--- config.mk ---
export PLATFORM = sky130hd
export DESIGN_NAME = mem_stage_flat
export DESIGN_NICKNAME = d
export VERILOG_FILES = /design/src/rtl/mem_stage_pkg.sv /design/src/rtl/mem_stage_if.sv /design/src/rtl/mem_lane_align.sv /design/src/rtl/mem_stage.sv /design/src/flat_wrapper.sv
export SDC_FILE = /design/constraint.sdc
export NUM_CORES = 1
export LEC_CHECK = 0
export ABC_CLOCK_PERIOD_IN_PS = 5400
export CORE_UTILIZATION = 48
export DETAILED_ROUTE_END_ITERATION = 12
export PLACE_DENSITY = 0.95
export SLEW_MARGIN = 40
export SYNTH_ARGS = -nofsm -noshare
export SYNTH_HDL_FRONTEND = slang
export SYNTH_SLANG_ARGS = --single-unit
--- constraint.sdc ---
create_clock -name clk -period 5.4 [get_ports clk]
set_input_delay 0.81 -clock clk [delete_from_list [all_inputs] [get_ports clk]]
set_output_delay 0.81 -clock clk [all_outputs]
set_load 0.005 [all_outputs]
--- src/rtl/mem_stage_pkg.sv ---
// Shared encodings for the riscx memory/write-back stage.
// Widths follow the project-wide XLEN/REG_IDX_WIDTH macros when they exist.
// Holds access-size codes, FSM state codes and the alignment helper.
`ifndef XLEN
`define XLEN 32
`endif

`ifndef REG_IDX_WIDTH
`define REG_IDX_WIDTH 5
`endif

package mem_stage_pkg;

    localparam int MEM_XLEN = `XLEN;

    localparam int MEM_REG_IDX_WIDTH = `REG_IDX_WIDTH;

    // Access size encodings; 2'b11 is illegal and handled as a word.
    localparam logic [1:0] MEM_SIZE_B = 2'b00;
    localparam logic [1:0] MEM_SIZE_H = 2'b01;
    localparam logic [1:0] MEM_SIZE_W = 2'b10;

    // FSM state encodings.
    localparam logic [1:0] MEM_ST_IDLE = 2'b00;
    localparam logic [1:0] MEM_ST_REQ  = 2'b01;
    localparam logic [1:0] MEM_ST_RESP = 2'b10;

    // True when the access does not sit on its natural boundary.
    function automatic logic is_misaligned(input logic [1:0] size, input logic [1:0] addr_lo);
        case (size)
            MEM_SIZE_B: return 1'b0;
            MEM_SIZE_H: return addr_lo[0];
            default:    return (addr_lo != 2'b00);
        endcase
    endfunction

endpackage

--- src/rtl/mem_stage_if.sv ---
// Data-memory bus between the memory stage (master) and memory (slave).
// req/gnt for the address phase, rvalid/rdata for the load response.
// Signals keep the stage's port names so waveforms read the same at both ends.
interface mem_stage_if
    import mem_stage_pkg::*;
#(
    parameter int XLEN = MEM_XLEN
);
    logic            dmem_req_o;
    logic            dmem_we_o;
    logic [XLEN-1:0] dmem_addr_o;
    logic [3:0]      dmem_be_o;
    logic [XLEN-1:0] dmem_wdata_o;
    logic            dmem_gnt_i;
    logic            dmem_rvalid_i;
    logic [XLEN-1:0] dmem_rdata_i;

    modport master (
        output dmem_req_o, dmem_we_o, dmem_addr_o, dmem_be_o, dmem_wdata_o,
        input  dmem_gnt_i, dmem_rvalid_i, dmem_rdata_i
    );

    modport slave (
        input  dmem_req_o, dmem_we_o, dmem_addr_o, dmem_be_o, dmem_wdata_o,
        output dmem_gnt_i, dmem_rvalid_i, dmem_rdata_i
    );
endinterface

--- src/rtl/mem_lane_align.sv ---
// Byte-lane steering: store byte enables/replicated data and load extract/extend.
// Latency: purely combinational.
// Backpressure: none; the caller decides when the outputs are used.
module mem_lane_align
    import mem_stage_pkg::*;
#(
    parameter int XLEN = MEM_XLEN
) (
    input  logic [1:0]      i_size,
    input  logic [1:0]      i_addr_lo,
    input  logic            i_unsigned,
    input  logic [XLEN-1:0] i_st_data,
    input  logic [XLEN-1:0] i_ld_raw,
    output logic [3:0]      o_be,
    output logic [XLEN-1:0] o_st_data,
    output logic [XLEN-1:0] o_ld_data
);
    logic [7:0]  w_byte;
    logic [15:0] w_half;

    // Store side: enables follow the addressed lane, data is replicated on every lane.
    always_comb begin
        o_be      = 4'b1111;
        o_st_data = i_st_data;
        case (i_size)
            MEM_SIZE_B: begin
                o_be      = 4'b0001 << i_addr_lo;
                o_st_data = {(XLEN/8){i_st_data[7:0]}};
            end
            MEM_SIZE_H: begin
                o_be      = 4'b0011 << {i_addr_lo[1], 1'b0};
                o_st_data = {(XLEN/16){i_st_data[15:0]}};
            end
            default: begin
                o_be      = 4'b1111;
                o_st_data = i_st_data;
            end
        endcase
    end

    // Load side: pick the addressed lane, then sign- or zero-extend it.
    always_comb begin
        w_byte = i_ld_raw[7:0];
        case (i_addr_lo)
            2'd0:    w_byte = i_ld_raw[7:0];
            2'd1:    w_byte = i_ld_raw[15:8];
            2'd2:    w_byte = i_ld_raw[23:16];
            default: w_byte = i_ld_raw[31:24];
        endcase
        w_half = i_addr_lo[1] ? i_ld_raw[31:16] : i_ld_raw[15:0];
        case (i_size)
            MEM_SIZE_B: o_ld_data = {{(XLEN-8){~i_unsigned & w_byte[7]}}, w_byte};
            MEM_SIZE_H: o_ld_data = {{(XLEN-16){~i_unsigned & w_half[15]}}, w_half};
            default:    o_ld_data = i_ld_raw;
        endcase
    end
endmodule

--- src/rtl/mem_stage.sv ---
// Memory/write-back stage: ALU results write back in 1 cycle; loads/stores go over req/gnt/rvalid.
// Latency: ALU op 1 cycle; load = accept + req cycles until gnt + resp cycles until rvalid + 1.
// Backpressure: stall_o is high whenever a bus transaction is outstanding (MEM_MISALIGN_TRAP_EN adds misalign_o).
module mem_stage
    import mem_stage_pkg::*;
#(
    parameter int XLEN          = MEM_XLEN,
    parameter int REG_IDX_WIDTH = MEM_REG_IDX_WIDTH
) (
    input  logic                     clk,
    input  logic                     rst_n,
    input  logic                     ex_valid_i,
    input  logic                     ex_load_i,
    input  logic                     ex_store_i,
    input  logic [1:0]               ex_size_i,
    input  logic                     ex_unsigned_i,
    input  logic [XLEN-1:0]          ex_alu_res_i,
    input  logic [XLEN-1:0]          ex_rs2_rdata_i,
    input  logic [REG_IDX_WIDTH-1:0] ex_rd_idx_i,
    input  logic                     ex_rd_en_i,
    output logic                     stall_o,
    mem_stage_if.master              dmem,
    output logic                     wb_rd_en_o,
    output logic [REG_IDX_WIDTH-1:0] wb_rd_idx_o,
`ifdef MEM_MISALIGN_TRAP_EN
    output logic                     misalign_o,
`endif
    output logic [XLEN-1:0]          wb_rd_wdata_o
);
    logic [1:0]               r_state;
    logic                     r_req;
    logic                     r_we;
    logic [XLEN-1:0]          r_addr;
    logic [3:0]               r_be;
    logic [XLEN-1:0]          r_wdata;
    logic [1:0]               r_size;
    logic [1:0]               r_lane;
    logic                     r_unsigned;
    logic [REG_IDX_WIDTH-1:0] r_rd_idx;
    logic                     r_rd_en;
    logic                     r_wb_en;
    logic [REG_IDX_WIDTH-1:0] r_wb_idx;
    logic [XLEN-1:0]          r_wb_wdata;

    logic                     w_idle;
    logic                     w_mem_op;
    logic                     w_misalign;
    logic [1:0]               w_size;
    logic [1:0]               w_lane;
    logic                     w_unsigned;
    logic [3:0]               w_be;
    logic [XLEN-1:0]          w_st_data;
    logic [XLEN-1:0]          w_ld_data;

    assign w_idle   = (r_state == MEM_ST_IDLE);
    assign w_mem_op = ex_load_i | ex_store_i;

`ifdef MEM_MISALIGN_TRAP_EN
    logic r_misalign;
    assign w_misalign = is_misaligned(ex_size_i, ex_alu_res_i[1:0]);
    assign misalign_o = r_misalign;
`else
    assign w_misalign = 1'b0;
`endif

    // In IDLE the aligner encodes the incoming store; afterwards it decodes the captured load.
    assign w_size     = w_idle ? ex_size_i          : r_size;
    assign w_lane     = w_idle ? ex_alu_res_i[1:0]  : r_lane;
    assign w_unsigned = w_idle ? ex_unsigned_i      : r_unsigned;

    mem_lane_align #(.XLEN(XLEN)) u_align (
        .i_size     (w_size),
        .i_addr_lo  (w_lane),
        .i_unsigned (w_unsigned),
        .i_st_data  (ex_rs2_rdata_i),
        .i_ld_raw   (dmem.dmem_rdata_i),
        .o_be       (w_be),
        .o_st_data  (w_st_data),
        .o_ld_data  (w_ld_data)
    );

    // FSM, request registers and write-back port; write enable is a one-cycle pulse.
    always_ff @(posedge clk or negedge rst_n) begin
        if (!rst_n) begin
            r_state    <= MEM_ST_IDLE;
            r_req      <= 1'b0;
            r_we       <= 1'b0;
            r_addr     <= '0;
            r_be       <= '0;
            r_wdata    <= '0;
            r_size     <= MEM_SIZE_B;
            r_lane     <= '0;
            r_unsigned <= 1'b0;
            r_rd_idx   <= '0;
            r_rd_en    <= 1'b0;
            r_wb_en    <= 1'b0;
            r_wb_idx   <= '0;
            r_wb_wdata <= '0;
`ifdef MEM_MISALIGN_TRAP_EN
            r_misalign <= 1'b0;
`endif
        end else begin
            r_wb_en <= 1'b0;
`ifdef MEM_MISALIGN_TRAP_EN
            r_misalign <= 1'b0;
`endif
            case (r_state)
                MEM_ST_IDLE: begin
                    if (ex_valid_i && w_mem_op) begin
                        if (w_misalign) begin
`ifdef MEM_MISALIGN_TRAP_EN
                            r_misalign <= 1'b1;
`endif
                        end else begin
                            r_state    <= MEM_ST_REQ;
                            r_req      <= 1'b1;
                            // Load wins if both flags are set.
                            r_we       <= ex_store_i & ~ex_load_i;
                            r_addr     <= {ex_alu_res_i[XLEN-1:2], 2'b00};
                            r_be       <= w_be;
                            r_wdata    <= w_st_data;
                            r_size     <= ex_size_i;
                            r_lane     <= ex_alu_res_i[1:0];
                            r_unsigned <= ex_unsigned_i;
                            r_rd_idx   <= ex_rd_idx_i;
                            r_rd_en    <= ex_rd_en_i;
                        end
                    end else if (ex_valid_i) begin
                        r_wb_en    <= ex_rd_en_i && (ex_rd_idx_i != '0);
                        r_wb_idx   <= ex_rd_idx_i;
                        r_wb_wdata <= ex_alu_res_i;
                    end
                end
                MEM_ST_REQ: begin
                    if (dmem.dmem_gnt_i) begin
                        r_req   <= 1'b0;
                        r_state <= r_we ? MEM_ST_IDLE : MEM_ST_RESP;
                    end
                end
                MEM_ST_RESP: begin
                    if (dmem.dmem_rvalid_i) begin
                        r_state    <= MEM_ST_IDLE;
                        r_wb_en    <= r_rd_en && (r_rd_idx != '0);
                        r_wb_idx   <= r_rd_idx;
                        r_wb_wdata <= w_ld_data;
                    end
                end
                default: r_state <= MEM_ST_IDLE;
            endcase
        end
    end

    assign stall_o            = ~w_idle;
    assign dmem.dmem_req_o    = r_req;
    assign dmem.dmem_we_o     = r_we;
    assign dmem.dmem_addr_o   = r_addr;
    assign dmem.dmem_be_o     = r_be;
    assign dmem.dmem_wdata_o  = r_wdata;
    assign wb_rd_en_o         = r_wb_en;
    assign wb_rd_idx_o        = r_wb_idx;
    assign wb_rd_wdata_o      = r_wb_wdata;
endmodule

--- src/flat_wrapper.sv ---
// flat-port wrapper written by rule: the top's interface ports become plain ports
module mem_stage_flat import mem_stage_pkg::*;
#(
    parameter int XLEN          = MEM_XLEN,
    parameter int REG_IDX_WIDTH = MEM_REG_IDX_WIDTH
)
  (clk, rst_n, ex_valid_i, ex_load_i, ex_store_i, ex_size_i, ex_unsigned_i, ex_alu_res_i, ex_rs2_rdata_i, ex_rd_idx_i, ex_rd_en_i, stall_o, wb_rd_en_o, wb_rd_idx_o, wb_rd_wdata_o, dmem_dmem_req_o, dmem_dmem_we_o, dmem_dmem_addr_o, dmem_dmem_be_o, dmem_dmem_wdata_o, dmem_dmem_gnt_i, dmem_dmem_rvalid_i, dmem_dmem_rdata_i);
  mem_stage_if #(.XLEN(XLEN)) dmem_i ();
  input  logic clk;
  input  logic rst_n;
  input  logic ex_valid_i;
  input  logic ex_load_i;
  input  logic ex_store_i;
  input  logic [1:0] ex_size_i;
  input  logic ex_unsigned_i;
  input  logic [XLEN-1:0] ex_alu_res_i;
  input  logic [XLEN-1:0] ex_rs2_rdata_i;
  input  logic [REG_IDX_WIDTH-1:0] ex_rd_idx_i;
  input  logic ex_rd_en_i;
  output logic stall_o;
  output logic wb_rd_en_o;
  output logic [REG_IDX_WIDTH-1:0] wb_rd_idx_o;
  output logic [XLEN-1:0] wb_rd_wdata_o;
  output wire logic [$bits(dmem_i.dmem_req_o)-1:0] dmem_dmem_req_o;
  output wire logic [$bits(dmem_i.dmem_we_o)-1:0] dmem_dmem_we_o;
  output wire logic [$bits(dmem_i.dmem_addr_o)-1:0] dmem_dmem_addr_o;
  output wire logic [$bits(dmem_i.dmem_be_o)-1:0] dmem_dmem_be_o;
  output wire logic [$bits(dmem_i.dmem_wdata_o)-1:0] dmem_dmem_wdata_o;
  input wire logic [$bits(dmem_i.dmem_gnt_i)-1:0] dmem_dmem_gnt_i;
  input wire logic [$bits(dmem_i.dmem_rvalid_i)-1:0] dmem_dmem_rvalid_i;
  input wire logic [$bits(dmem_i.dmem_rdata_i)-1:0] dmem_dmem_rdata_i;
  assign dmem_dmem_req_o = dmem_i.dmem_req_o;
  assign dmem_dmem_we_o = dmem_i.dmem_we_o;
  assign dmem_dmem_addr_o = dmem_i.dmem_addr_o;
  assign dmem_dmem_be_o = dmem_i.dmem_be_o;
  assign dmem_dmem_wdata_o = dmem_i.dmem_wdata_o;
  assign dmem_i.dmem_gnt_i = dmem_dmem_gnt_i;
  assign dmem_i.dmem_rvalid_i = dmem_dmem_rvalid_i;
  assign dmem_i.dmem_rdata_i = dmem_dmem_rdata_i;
  mem_stage #(.XLEN(XLEN), .REG_IDX_WIDTH(REG_IDX_WIDTH)) u_core (.clk(clk), .rst_n(rst_n), .ex_valid_i(ex_valid_i), .ex_load_i(ex_load_i), .ex_store_i(ex_store_i), .ex_size_i(ex_size_i), .ex_unsigned_i(ex_unsigned_i), .ex_alu_res_i(ex_alu_res_i), .ex_rs2_rdata_i(ex_rs2_rdata_i), .ex_rd_idx_i(ex_rd_idx_i), .ex_rd_en_i(ex_rd_en_i), .stall_o(stall_o), .dmem(dmem_i), .wb_rd_en_o(wb_rd_en_o), .wb_rd_idx_o(wb_rd_idx_o), .wb_rd_wdata_o(wb_rd_wdata_o));
endmodule
Word level (Yosys, flattened, before mapping)
Cells that the tools add are included.
- equal/unequal tests: 10
- shift operators: 2
- multiplexer cells: 28
- bitwise logic cells: 7
- reductions and logical operators: 14
- operator list (operator ; number):
    $pmux W32 S2 ; 3
    $mux W32 ; 3
    $pmux W8 S3 ; 1
    $mux W16 ; 1
    $mux W5 ; 3
    $mux W2 ; 6
    $ne A2 B2 Y1 const B ; 5
    $pmux W5 S2 ; 1
    $reduce_bool A5 Y1 ; 2
    $pmux W4 S2 ; 1
    $eq A2 B1 Y1 const B ; 3
    $logic_not A2 Y1 ; 3
    $mux W1 ; 6
    $pmux W2 S3 ; 1
    $reduce_and A3 Y1 ; 2
    $eq A2 B2 Y1 const B ; 2
    $pmux W1 S2 ; 2
    $reduce_and A4 Y1 ; 1
    $reduce_bool A2 Y1 ; 2
    $shl A1 B2 Y4 const A ; 1
    $shl A2 B2 Y4 const A ; 1
    $and A1 B1 Y1 ; 3
    $logic_and A1 B1 Y1 ; 3
    $not A1 Y1 ; 3
    2 further kinds ; 2
- flip-flop bits (word level): 119
- input port bits: 112
- logic and storage cells: 75

Logic depth before layout (Yosys ltp)
- word-level depth: 8
- depth in mapped cells: 9

Modules after synthesis
Synthesis repeated with hierarchy kept, for this count alone.
- cells, all modules: 493
- area total of the unflattened synthesis: 6093.3 um2
- by module, submodules not included (module ; times used ; cells an instance ; area each (um2) ; seq. area each (um2)):
    mem_stage ; 1 ; 323 ; 4909.7 ; 2977.9
    mem_lane_align ; 1 ; 170 ; 1183.6 ; 0.0

Worst setup path after synthesis
Ideal clock, no wire load.
- path type: input-to-reg
- start: in ex_store_i
- end: reg u_core.r_wb_wdata[11], in the netlist u_core.wb_rd_wdata_o[11]
- setup time: 143 ps
- arrival time: 2462 ps
- required time: 5257 ps
- slack: 2795 ps
- stages: 7
- cells stage by stage: or4b_1 -> buf_2 -> a21oi_4 -> buf_6 -> mux2_1 -> a221oi_1 -> a2bb2oi_1
- longest elaborated chain between the ends: 4
- ends and longest elaborated chain (item ; RTL line ; text):
    from (decl) ; flat_wrapper.sv:13 ; input logic ex_store_i;
    $or A1 B1 Y1 ; mem_stage.sv:56 ; assign w_mem_op = ex_load_i | ex_store_i;
    $logic_and A1 B1 Y1 ; mem_stage.sv:109 ; if (ex_valid_i && w_mem_op) begin
    $ne A2 B2 Y1 (no source line) ; - ;
    $reduce_and A4 Y1 (no source line) ; - ;
    to (signal assigned) ; mem_stage.sv:131 ; r_wb_wdata <= ex_alu_res_i;
    to (signal assigned) ; mem_stage.sv:145 ; r_wb_wdata <= w_ld_data;
    to (decl) ; mem_stage.sv:43 ; logic [XLEN-1:0] r_wb_wdata;
No other way between the ends.
A chain may end at the register's enable or synchronous reset.

Worst setup path after layout
- start: in ex_valid_i
- end: reg u_core.r_wb_wdata[10], in the netlist u_core.wb_rd_wdata_o[10]
- longest elaborated chain between the ends: 3
- elaborated cells on any way between the ends: 4
- classes of those cells: eq/ne (2); reduce/logical (2)
- ends and longest elaborated chain (item ; RTL line ; text):
    from (decl) ; flat_wrapper.sv:11 ; input logic ex_valid_i;
    $logic_and A1 B1 Y1 ; mem_stage.sv:109 ;
    $ne A2 B2 Y1 (no source line) ; - ;
    $reduce_and A4 Y1 (no source line) (*) ; - ;
Mark *: on every way between the ends. The rest lies on a longest branch, timed or not.

==> flow_summary_export.csv <==
group,metric,value,unit
cells_and_area,fin_util,73.04,%
setup_path,timing.critical_path.buf_inv,1,
cells_and_area,final_nets,1004,
floorplanning,ioPinCount,221,
clocking,cts.clk_slew.worst_paths,50,ps
timing,period_needed,3488,ps
clocking,cts_root_buffer,"clkbuf_16",
yosys,synth_area_leaders,"dfrtp_1 (50%), nand2_1 (14%), nor2_1 (3.7%)",
clocking,clk_path_buf_depth,2,
setup_path,timing.rr.start,"u_core.r_state[1]",
pwr,vdd_drop_max,302.8,uV
detailed_routing,viasPerCell,5.824,
detailed_routing,drc,0,
clocking,htreeDepth,4,
cells_and_area,area_growth,47.87,%
yosys,async_flop_share,100.0,%
floorplanning,die_w,113.2,um
outcome,status,"finished, final reports clean",
place,io_buffers,218,
clocking,postCtsHoldBufs,0,
floorplanning,start_util,49.40,%
yosys,ys_seq_elements,119,
detailed_routing,num_vias,6127,
clocking,numCtsBuffers,17,
place,dpl-instance-area,8202,um2
timing,hold_violations,0,
setup_path,crit_slowest_cell,"or4b_1",
setup_path,crit_chain,"clkdlybuf4s50_1 > or4b_1 > a21oi_4 > mux2_2 > a221oi_1 > a2bb2oi_1",
timing,fin_skew,8.078,ps
detailed_routing,antenna_left,0,
yosys,synth_area,5933,um2
min_path,hold_class,"in2async",
grt,grt_pass1_vias,6169,
timing,tns,0,ps
timing,slew_violations,0,
yosys,synth_area_leader_cell,"dfrtp_1",
setup_path,end_kind,"flop",
clocking,post-cts-setup-buffers,0,
cells_and_area,diodes,0,
cells_and_area,fin_area,8773,um2
floorplanning,die_area,12810,um2
setup_path,critPathMaxStageDelay,820,ps
timing,slew_headroom,45.89,%
floorplanning,core-area,12010,um2
yosys,avgSynthCellArea,8.624,um2
grt,grt_overflow,0,
yosys,synth_warnings,0,
job,cap_violations,0,
yosys,synth_edf_count,0,
clocking,cts_tree,"built",
pwr,p_leak,3.833,nW
detailed_routing,wire_per_inst,18.72,um
detailed_routing,drtIter0Drc,680,
setup_path,criticalPathCategory,"in2reg",
setup_path,cp.arrival,3730,ps
pwr,power_density,568.2,nW/um2
setup_path,worstSetupStartpointType,"input pin",
timing,setup_viol,0,
cells_and_area,drive_above_1_share,8.287,%
timing,fmax,286.7,MHz
place,place.gp.congestion,0.9055,
yosys,seq_area_frac_synth,50.19,%
detailed_routing,dr.pass1.iters,5,
grt,grt_pass1_wl,31.29,mm
clocking,clock_latency,410,ps
yosys,synth_cells,688,
yosys,ys.flop_type,"dfrtp_1",
detailed_routing,wl,19.70,mm
grt,groute.usage.overall,31.63,%
floorplanning,die_height,113.2,um
yosys,netlist.area_leader.share,50.19,%
setup_path,cp_data_required_time,5640,ps
timing,tightest_slew,806.2,ps
timing,post-route-period-util,64.60,%
timing,rsz0062_at_grt,"no",
clocking,ctsResizeCount,0,
clocking,clock_sinks,119,
grt,grt_max_degree,73,
timing,whs,369.9,ps
place,hpwlAfterDp,13.74,mm
yosys,yosysUniqueCellTypes,46,
floorplanning,rows,40,
setup_path,cp_max_fo,28,
grt,antenna_found_initial,0,
setup_path,cpLargestDelayFamily,"compound AO/OA/AOI/OAI gates",
setup_path,crit_start,"ex_valid_i",
## Yosys cell counts (8+ instances only)
| cell | n |
|---|---|
| a21oi_1 | 18 |
| nor4_1 | 17 |
| dfrtp_1 | 119 |
| mux2_2 | 10 |
| o21ai_0 | 23 |
| nor2_1 | 58 |
| o21ba_2 | 16 |
| a31oi_1 | 26 |
| a22oi_1 | 8 |
| clkbuf_1 | 31 |
| nand2_1 | 218 |
| nor2b_1 | 11 |
| a221oi_1 | 15 |
| o21ai_1 | 17 |
| nand3_1 | 26 |
## area by class of cell
class / count / area (um2)
clock buffer: 23 / 467.9
timing repair buffer: 229 / 2273
multi-input combinational: 518 / 2743
sequential: 119 / 2979
tap: 147 / 183.9
fill: 886 / 3238
inverter: 7 / 26.28
clock inverter: 9 / 100.1
## layer usage
| metal | routed length [um] | GRT usage (%) | part of all wire [%] |
|---|---|---|---|
| met1 | 7639 | 38.98 | 39 |
| met2 | 9509 | 51.78 | 48 |
| met3 | 1631 | 6.642 | 8.3 |
| met4 | 916 | 17.98 | 4.7 |
| met5 | 0 | 0 | 0 |
## registers in the layout, summed over array words and instances, names as in the netlist
| signal | cells |
|---|---|
| u_core.wb_rd_idx_o | 5 |
| u_core.r_lane | 2 |
| u_core.r_state | 2 |
| u_core.wb_rd_en_o | 1 |
| u_core.dmem.dmem_req_o | 1 |
| u_core.wb_rd_wdata_o | 32 |
| u_core.dmem.dmem_addr_o | 30 |
| u_core.r_unsigned | 1 |
| u_core.dmem.dmem_we_o | 1 |
| u_core.r_size | 2 |
| u_core.dmem.dmem_wdata_o | 32 |
| u_core.dmem.dmem_be_o | 4 |
| u_core.r_rd_en | 1 |
| u_core.r_rd_idx | 5 |
## per-stage QoR
stage	power, mW	worst slack, ps	instances
after global routing	5.285	1753	1052
after CTS	4.975	1949	1052
final	4.985	1912	1052
after global placement	3.758	1350	1018
after floorplan	2.647	2795	689
after detailed placement	3.853	1522	1020
## cells by family after synthesis
kind of cell	share of synthesized area (%)
other	0.06320
AO/OA/AOI/OAI	17.21
flip-flops	50.19
buffers and inverters	3.986
multiplexers	3.838
AND/OR/NAND/NOR	24.72
## final timing paths
path | endpoint | slack [ps] | cells past startpoint
setup / recovery | u_core.wb_rd_wdata_o[10] | 1910 | 6
hold / removal | u_core.dmem.dmem_wdata_o[15] | 370 | 1
setup reg to reg | u_core.wb_rd_wdata_o[10] | 2090 | 5
hold reg to reg | u_core.dmem.dmem_addr_o[2] | 470 | 2
max in group asynchronous | u_core.r_state[1] | 3820 | 2
min in group clk | u_core.dmem.dmem_addr_o[2] | 470 | 2
## placed cells by master, fill, tap and decap left out, drive strengths merged, types with 2 or more instances in the layout
cell,synthesis,routed
clkinv,0,5
a221oi,15,15
o21ai,40,40
a22oi,8,8
nor2,59,59
nand3,26,26
dfrtp,119,119
o21ba,16,16
nand2,218,218
a211oi,4,4
clkinvlp,0,2
inv,7,7
o31ai,4,4
a21oi,19,19
or3b,2,2
clkdlybuf4s50,0,217
o22ai,2,2
nor2b,11,11
o21a,2,2
nor3,2,2
or4,2,2
o211ai,2,2
buf,13,12
a2bb2oi,7,7
mux2,14,14
conb,1,2
clkbuf,32,23
mux2i,7,7
bufinv,0,2
a31oi,26,26
nor3b,2,2
a21o,3,3
nor4,17,17
## where the power goes
part / internal [mW] / switching, mW
clock: 0.699 / 0.393
sequential: 1.31 / 0.281
combinational: 1.19 / 1.12
total: 3.19 / 1.79
Power figures use the tool's default switching activity.
